`config.mk`:
```
export PLATFORM = sky130hd
export DESIGN_NAME = lcd_hd44780_ctrl
export DESIGN_NICKNAME = d
export VERILOG_FILES = /design/src/rtl/lcd_pkg.sv /design/src/rtl/lcd_delay_timer.sv /design/src/rtl/lcd_hd44780_ctrl.sv
export SDC_FILE = /design/constraint.sdc
export NUM_CORES = 1
export LEC_CHECK = 0
export CAP_MARGIN = 10
export CORE_ASPECT_RATIO = 2
export CORE_MARGIN = 4
export CORE_UTILIZATION = 46
export CTS_CLUSTER_SIZE = 25
export DETAILED_ROUTE_END_ITERATION = 6
export GPL_ROUTABILITY_DRIVEN = 0
export PLACE_DENSITY_LB_ADDON = 0.08
export SYNTH_ARGS = -nofsm -noshare
export SYNTH_HDL_FRONTEND = slang
export SYNTH_SLANG_ARGS = --single-unit
```
`constraint.sdc`:
```
create_clock -name clk_i -period 2.7 [get_ports clk_i]
set_clock_uncertainty 0.15 [all_clocks]
set_input_delay 0.81 -clock clk_i [delete_from_list [all_inputs] [get_ports clk_i]]
set_output_delay 0.81 -clock clk_i [all_outputs]
set_load 0.1 [all_outputs]
```
`src/rtl/lcd_pkg.sv`:
```
// Shared types and constants for the HD44780 write-side controller:
// FSM state encoding, lcd_o bit positions, the power-on init ROM and
// the opcodes that need the long post-command wait.
package lcd_pkg;

   typedef enum logic [2:0] {
      ST_POWERUP,
      ST_INIT_ISSUE,
      ST_IDLE,
      ST_SETUP,
      ST_PULSE,
      ST_HOLD,
      ST_WAIT
   } lcd_state_e;

   // Bit positions inside the 32-bit LCD I/O word
   localparam int LCD_ON_BIT = 31;
   localparam int LCD_EN_BIT = 10;
   localparam int LCD_RS_BIT = 9;
   localparam int LCD_RW_BIT = 8;

   // Power-on init: 8-bit/2-line, display on, clear, entry mode increment
   localparam int INIT_LEN   = 4;
   localparam int INIT_IDX_W = $clog2(INIT_LEN) + 1;
   localparam logic [7:0] INIT_ROM [INIT_LEN] = '{8'h38, 8'h0C, 8'h01, 8'h06};

   // Instructions that take the long execution time
   localparam logic [7:0] OP_CLEAR    = 8'h01;
   localparam logic [7:0] OP_HOME     = 8'h02;
   localparam logic [7:0] OP_HOME_ALT = 8'h03;

   // True for clear/home instructions, which need T_CLEAR instead of T_EXEC
   function automatic logic is_long_cmd(input logic rs, input logic [7:0] data);
      return !rs && ((data == OP_CLEAR) || (data == OP_HOME) || (data == OP_HOME_ALT));
   endfunction

   function automatic int max_int(input int a, input int b);
      return (a > b) ? a : b;
   endfunction

endpackage

```
`src/rtl/lcd_delay_timer.sv`:
```
// Loadable down-counter shared by every controller state. A state that
// must last N cycles loads N-1 on entry; done is high while the count is 0.
module lcd_delay_timer #(
   parameter int WIDTH = 8
) (
   input  logic             clk,
   input  logic             rst_n,
   input  logic             load,
   input  logic [WIDTH-1:0] load_value,
   output logic             done
);

   logic [WIDTH-1:0] count_q;

   // Reload on request, otherwise count down and park at zero
   always_ff @(posedge clk or negedge rst_n) begin
      if (!rst_n) begin
         count_q <= '0;
      end else if (load) begin
         count_q <= load_value;
      end else if (count_q != '0) begin
         count_q <= count_q - WIDTH'(1);
      end
   end

   assign done = (count_q == '0);

endmodule

```
`src/rtl/lcd_hd44780_ctrl.sv`:
```
// HD44780 write-side controller. Accepts instruction/character bytes over
// valid/ready and generates the full LCD write cycle: RS/data setup, EN
// pulse, hold and the post-command execution wait. lcd_o uses the
// processor's LCD I/O word packing (ON, EN, RS, RW, DATA).
// Optional feature: define LCD_INIT_EN to add a power-on delay followed by
// an automatic init sequence before the first item is accepted.
module lcd_hd44780_ctrl
   import lcd_pkg::*;
#(
   parameter int T_SETUP   = 4,
   parameter int T_EN_HIGH = 25,
   parameter int T_HOLD    = 4,
   parameter int T_EXEC    = 2500,
   parameter int T_CLEAR   = 82000,
   parameter int T_POWERUP = 2000000
) (
   input  logic        clk_i,
   input  logic        rst_ni,
   input  logic        cmd_valid_i,
   output logic        cmd_ready_o,
   input  logic        cmd_rs_i,
   input  logic [7:0]  cmd_data_i,
   output logic        busy_o,
   output logic [31:0] lcd_o
);

   localparam int MAX_T = max_int(max_int(max_int(T_SETUP, T_EN_HIGH), max_int(T_HOLD, T_EXEC)),
                                  max_int(T_CLEAR, T_POWERUP));
   localparam int CNT_W = $clog2(MAX_T) + 1;

   localparam logic [CNT_W-1:0] SETUP_LOAD = CNT_W'(T_SETUP - 1);
   localparam logic [CNT_W-1:0] EN_LOAD    = CNT_W'(T_EN_HIGH - 1);
   localparam logic [CNT_W-1:0] HOLD_LOAD  = CNT_W'(T_HOLD - 1);
   localparam logic [CNT_W-1:0] EXEC_LOAD  = CNT_W'(T_EXEC - 1);
   localparam logic [CNT_W-1:0] CLEAR_LOAD = CNT_W'(T_CLEAR - 1);

   lcd_state_e       state_q;
   logic             ready_q;
   logic             on_q;
   logic             en_q;
   logic             rs_q;
   logic [7:0]       data_q;
   logic             accept;
   logic             timer_load;
   logic [CNT_W-1:0] timer_value;
   logic             timer_done;
   logic [31:0]      lcd_word;

`ifdef LCD_INIT_EN
   // The arming cycle and the INIT_ISSUE cycle are part of the power-up
   // window, so the first init item is issued T_POWERUP edges after reset.
   localparam logic [CNT_W-1:0] POWERUP_LOAD = CNT_W'((T_POWERUP > 3) ? (T_POWERUP - 3) : 0);

   logic                  powerup_armed_q;
   logic [INIT_IDX_W-1:0] init_idx_q;
   logic                  init_pending;

   assign init_pending = (init_idx_q < INIT_IDX_W'(INIT_LEN));
`endif

   assign accept = ready_q && cmd_valid_i;

   lcd_delay_timer #(
      .WIDTH (CNT_W)
   ) u_timer (
      .clk        (clk_i),
      .rst_n      (rst_ni),
      .load       (timer_load),
      .load_value (timer_value),
      .done       (timer_done)
   );

   // Decide when the shared timer is reloaded and with which duration
   always_comb begin
      timer_load  = 1'b0;
      timer_value = '0;
      case (state_q)
         ST_IDLE: begin
            if (accept) begin
               timer_load  = 1'b1;
               timer_value = SETUP_LOAD;
            end
         end
         ST_SETUP: begin
            if (timer_done) begin
               timer_load  = 1'b1;
               timer_value = EN_LOAD;
            end
         end
         ST_PULSE: begin
            if (timer_done) begin
               timer_load  = 1'b1;
               timer_value = HOLD_LOAD;
            end
         end
         ST_HOLD: begin
            if (timer_done) begin
               timer_load  = 1'b1;
               timer_value = is_long_cmd(rs_q, data_q) ? CLEAR_LOAD : EXEC_LOAD;
            end
         end
`ifdef LCD_INIT_EN
         ST_WAIT: begin
            if (timer_done && init_pending) begin
               timer_load  = 1'b1;
               timer_value = SETUP_LOAD;
            end
         end
         ST_POWERUP: begin
            if (!powerup_armed_q) begin
               timer_load  = 1'b1;
               timer_value = POWERUP_LOAD;
            end
         end
         ST_INIT_ISSUE: begin
            timer_load  = 1'b1;
            timer_value = SETUP_LOAD;
         end
`endif
         default: begin
            timer_load  = 1'b0;
         end
      endcase
   end

   // Write-cycle sequencer; all LCD bus fields and ready are registered here
   always_ff @(posedge clk_i or negedge rst_ni) begin
      if (!rst_ni) begin
`ifdef LCD_INIT_EN
         state_q         <= ST_POWERUP;
         powerup_armed_q <= 1'b0;
         init_idx_q      <= '0;
`else
         state_q         <= ST_IDLE;
`endif
         ready_q <= 1'b0;
         on_q    <= 1'b0;
         en_q    <= 1'b0;
         rs_q    <= 1'b0;
         data_q  <= '0;
      end else begin
         on_q <= 1'b1;
         case (state_q)
            ST_IDLE: begin
               if (accept) begin
                  rs_q    <= cmd_rs_i;
                  data_q  <= cmd_data_i;
                  ready_q <= 1'b0;
                  state_q <= ST_SETUP;
               end else begin
                  ready_q <= 1'b1;
               end
            end
            ST_SETUP: begin
               if (timer_done) begin
                  en_q    <= 1'b1;
                  state_q <= ST_PULSE;
               end
            end
            ST_PULSE: begin
               if (timer_done) begin
                  en_q    <= 1'b0;
                  state_q <= ST_HOLD;
               end
            end
            ST_HOLD: begin
               if (timer_done) begin
                  state_q <= ST_WAIT;
               end
            end
            ST_WAIT: begin
               if (timer_done) begin
`ifdef LCD_INIT_EN
                  if (init_pending) begin
                     rs_q       <= 1'b0;
                     data_q     <= INIT_ROM[init_idx_q[INIT_IDX_W-2:0]];
                     init_idx_q <= init_idx_q + INIT_IDX_W'(1);
                     state_q    <= ST_SETUP;
                  end else begin
                     ready_q <= 1'b1;
                     state_q <= ST_IDLE;
                  end
`else
                  ready_q <= 1'b1;
                  state_q <= ST_IDLE;
`endif
               end
            end
`ifdef LCD_INIT_EN
            ST_POWERUP: begin
               if (!powerup_armed_q) begin
                  powerup_armed_q <= 1'b1;
               end else if (timer_done) begin
                  state_q <= ST_INIT_ISSUE;
               end
            end
            ST_INIT_ISSUE: begin
               rs_q       <= 1'b0;
               data_q     <= INIT_ROM[init_idx_q[INIT_IDX_W-2:0]];
               init_idx_q <= init_idx_q + INIT_IDX_W'(1);
               state_q    <= ST_SETUP;
            end
`endif
            default: begin
               state_q <= ST_IDLE;
            end
         endcase
      end
   end

   // Pack the registered bus fields into the LCD I/O word
   always_comb begin
      lcd_word             = '0;
      lcd_word[LCD_ON_BIT] = on_q;
      lcd_word[LCD_EN_BIT] = en_q;
      lcd_word[LCD_RS_BIT] = rs_q;
      lcd_word[LCD_RW_BIT] = 1'b0;
      lcd_word[7:0]        = data_q;
   end

   assign lcd_o       = lcd_word;
   assign cmd_ready_o = ready_q;
   assign busy_o      = ~ready_q;

endmodule

```
==> results.cfg <==
[layout]
area_growth_pct = 23.4
drive_gt1_frac = 0.286
antenna_cells = 0
nets = 292
fillers = 434
finalInstanceArea_um2 = 2690
postLayoutCoreUtil = 0.584

[setup_path]
reg2reg_depth = 5
crit_path_frequent_cell = or4_4
startpoint = u_timer.count_q[3]
slowest_stage = or4_4
crit_required_ns = 2.78
r2r-start = u_timer.count_q[3]
worstPathArrival_ns = 2.72
endpoint_kind = flip-flop
path_max_fanout = 4
worstSetupEndpoint = u_timer.count_q[21]
rr_endpoint = u_timer.count_q[21]
critical_path_class = reg2reg
slowest_delay_ns = 0.55
rrSetupSlack_ns = 0.06
crit_path_cell_trace = or4_4 -> or4_4 -> or3_4 -> or4_4 -> a21oi_2
start_kind = flip-flop

[floorplanning]
die_area_um2 = 5960
core_um2 = 4600
ios = 46
initial_core_util = 0.473
rows = 35
die_h_um = 105
die_w_um = 56.6

[route]
num_vias = 1760
wl_mm = 5.22
drtPass1Iterations = 4
drt_iter0_drc = 21
final_antenna_net_count = 0
wl_per_cell_um = 15.6
avgViaCountPerCell = 5.25
drc = 0

[sta]
fin_crit_ns = 2.64
period_share = 0.977
setup_viol = 0
finalMaxSlewViolations = 0
hold_viol_final = 0
max_freq_mhz = 379
hold_slack_ns = 0.221
rsz0062_at_grt = false
slew_headroom = 0.544
worstMarginPinSlew_ns = 0.681

[place]
dpl_cell_area_um2 = 2550
hpwl_mm = 4.19
io_buffers = 24

[synthesis]
ys_ff_latch = 37
syn-cell-area_um2 = 2180
ys_warn_count = 0
async_flop_share = 1.00
synth.avg_cell_area_um2 = 9.50
synth_most_common_cell = dfrtp_1
ys.flop_type = dfrtp_1
synthDistinctLibCells = 44
synth_edf_count = 0
synth_common_cells = dfrtp_1, buf_4, nor2_1
synthCells = 229
netlist_top_cells_area = dfrtp_1, buf_4, mux2_2
synth_top_area_share = 0.414
ys_seq_area_frac = 0.426
yosys.area.top_type = dfrtp_1

[clock_network]
root_buffer = clkbuf_8
insertion_delay_ns = 0.29
numCtsBuffers = 5
path_clk_slew_ns = 0.07
cts_tree = done
ctsLongestPathBuffers = 2
htreeDepth = 2
cts.sinks = 37

[run]
max_cap_violations = 0

[global_route]
grt_overflow = 0
grt_max_degree = 16
grt_antenna_before_repair = 0
grtUsageTotal = 0.185
grt_pass1_vias = 1789
grt_pass1_wl_mm = 8.51

[hold_path]
holdCritPathClass = in2async

[run_status]
status = complete, no violations
-- cell type report --
type	instances	area, um^2	share of cell area
clock buffer	6	82.6	0.0308
clock inverter	2	37.5	0.0140
inverter	6	22.5	0.00839
multi-input combinational	173	1100	0.411
sequential	37	927	0.345
tap	55	68.8	0.0256
timing repair buffer	56	443	0.165
-- worst max-delay path, delay by kind of cell (launching register included) --
family          cells  cell delay (ns)
simple gates        4             1.92
flops               1             0.38
compound gates      1             0.12
-- layout by cell type (no fill, tap or decap), types with 5 or more instances in the layout --
cell type,netlist,routed
xor2_1,10,10
nor3_1,7,6
clkbuf_8,0,6
nand2_1,9,9
conb_1,2,22
a21oi_1,15,15
nor2_1,18,18
inv_1,6,6
buf_4,25,45
mux2_2,9,9
clkdlybuf4s50_1,0,10
nor4_1,11,10
o21ai_0,13,12
dfrtp_1,36,36
o31ai_1,5,5
-- repair_timing --
item | CTS | global route
hold buffers | 0 | 0
setup endpoints to repair | 1 | 11
gates resized for setup | 1 | 3
setup buffers | 0 | 0
-- registers in the layout (all words and copies together) (netlist names) --
| signal | flops |
|---|---|
| cmd_ready_o | 1 |
| data_q | 8 |
| en_q | 1 |
| on_q | 1 |
| rs_q | 1 |
| state_q | 3 |
| u_timer.count_q | 22 |
-- kinds of logic after synthesis --
family,count (synthesis),synth area share
flip-flops,37,0.426
adder cells (fa/ha/maj),1,0.00575
AND/OR/NAND/NOR,80,0.219
multiplexers,10,0.0512
other,2,0.00345
XOR/XNOR,14,0.0564
buffers and inverters,39,0.112
AO/OA/AOI/OAI,46,0.127
-- through the flow --
step	setup WS, ns	cells	TNS, ns
after global placement	-0.0191	327	-0.0191
after detailed placement	0.0116	327	0
after floorplan	-0.00412	249	-0.00412
after CTS	0.0183	335	0
final	0.0619	335	0
after global routing	0.00491	335	0
-- how the worst min path moves through the flow --
stage | from | end | slack (ns) | depth (start not counted)
3_3_place_gp | rs_q | rs_q | 0.38 | 1
5_1_grt | rst_ni | u_timer.count_q[8] | 0.22 | 1
4_1_cts | rst_ni | u_timer.count_q[8] | 0.22 | 1
3_5_place_dp | data_q[5] | data_q[5] | 0.38 | 1
2_1_floorplan | u_timer.count_q[5] | u_timer.count_q[5] | 0.35 | 2
6_report | rst_ni | u_timer.count_q[8] | 0.22 | 1
-- layer usage --
metal | track usage | part of all wire
met5 | 0 | 0
met4 | 0.0730 | 0.017
met3 | 0.0294 | 0.030
met2 | 0.379 | 0.61
met1 | 0.168 | 0.34
Power is left out: the tool's default activity adds up to more than one toggle a clock period on the data nets, which glitch-free logic cannot reach.
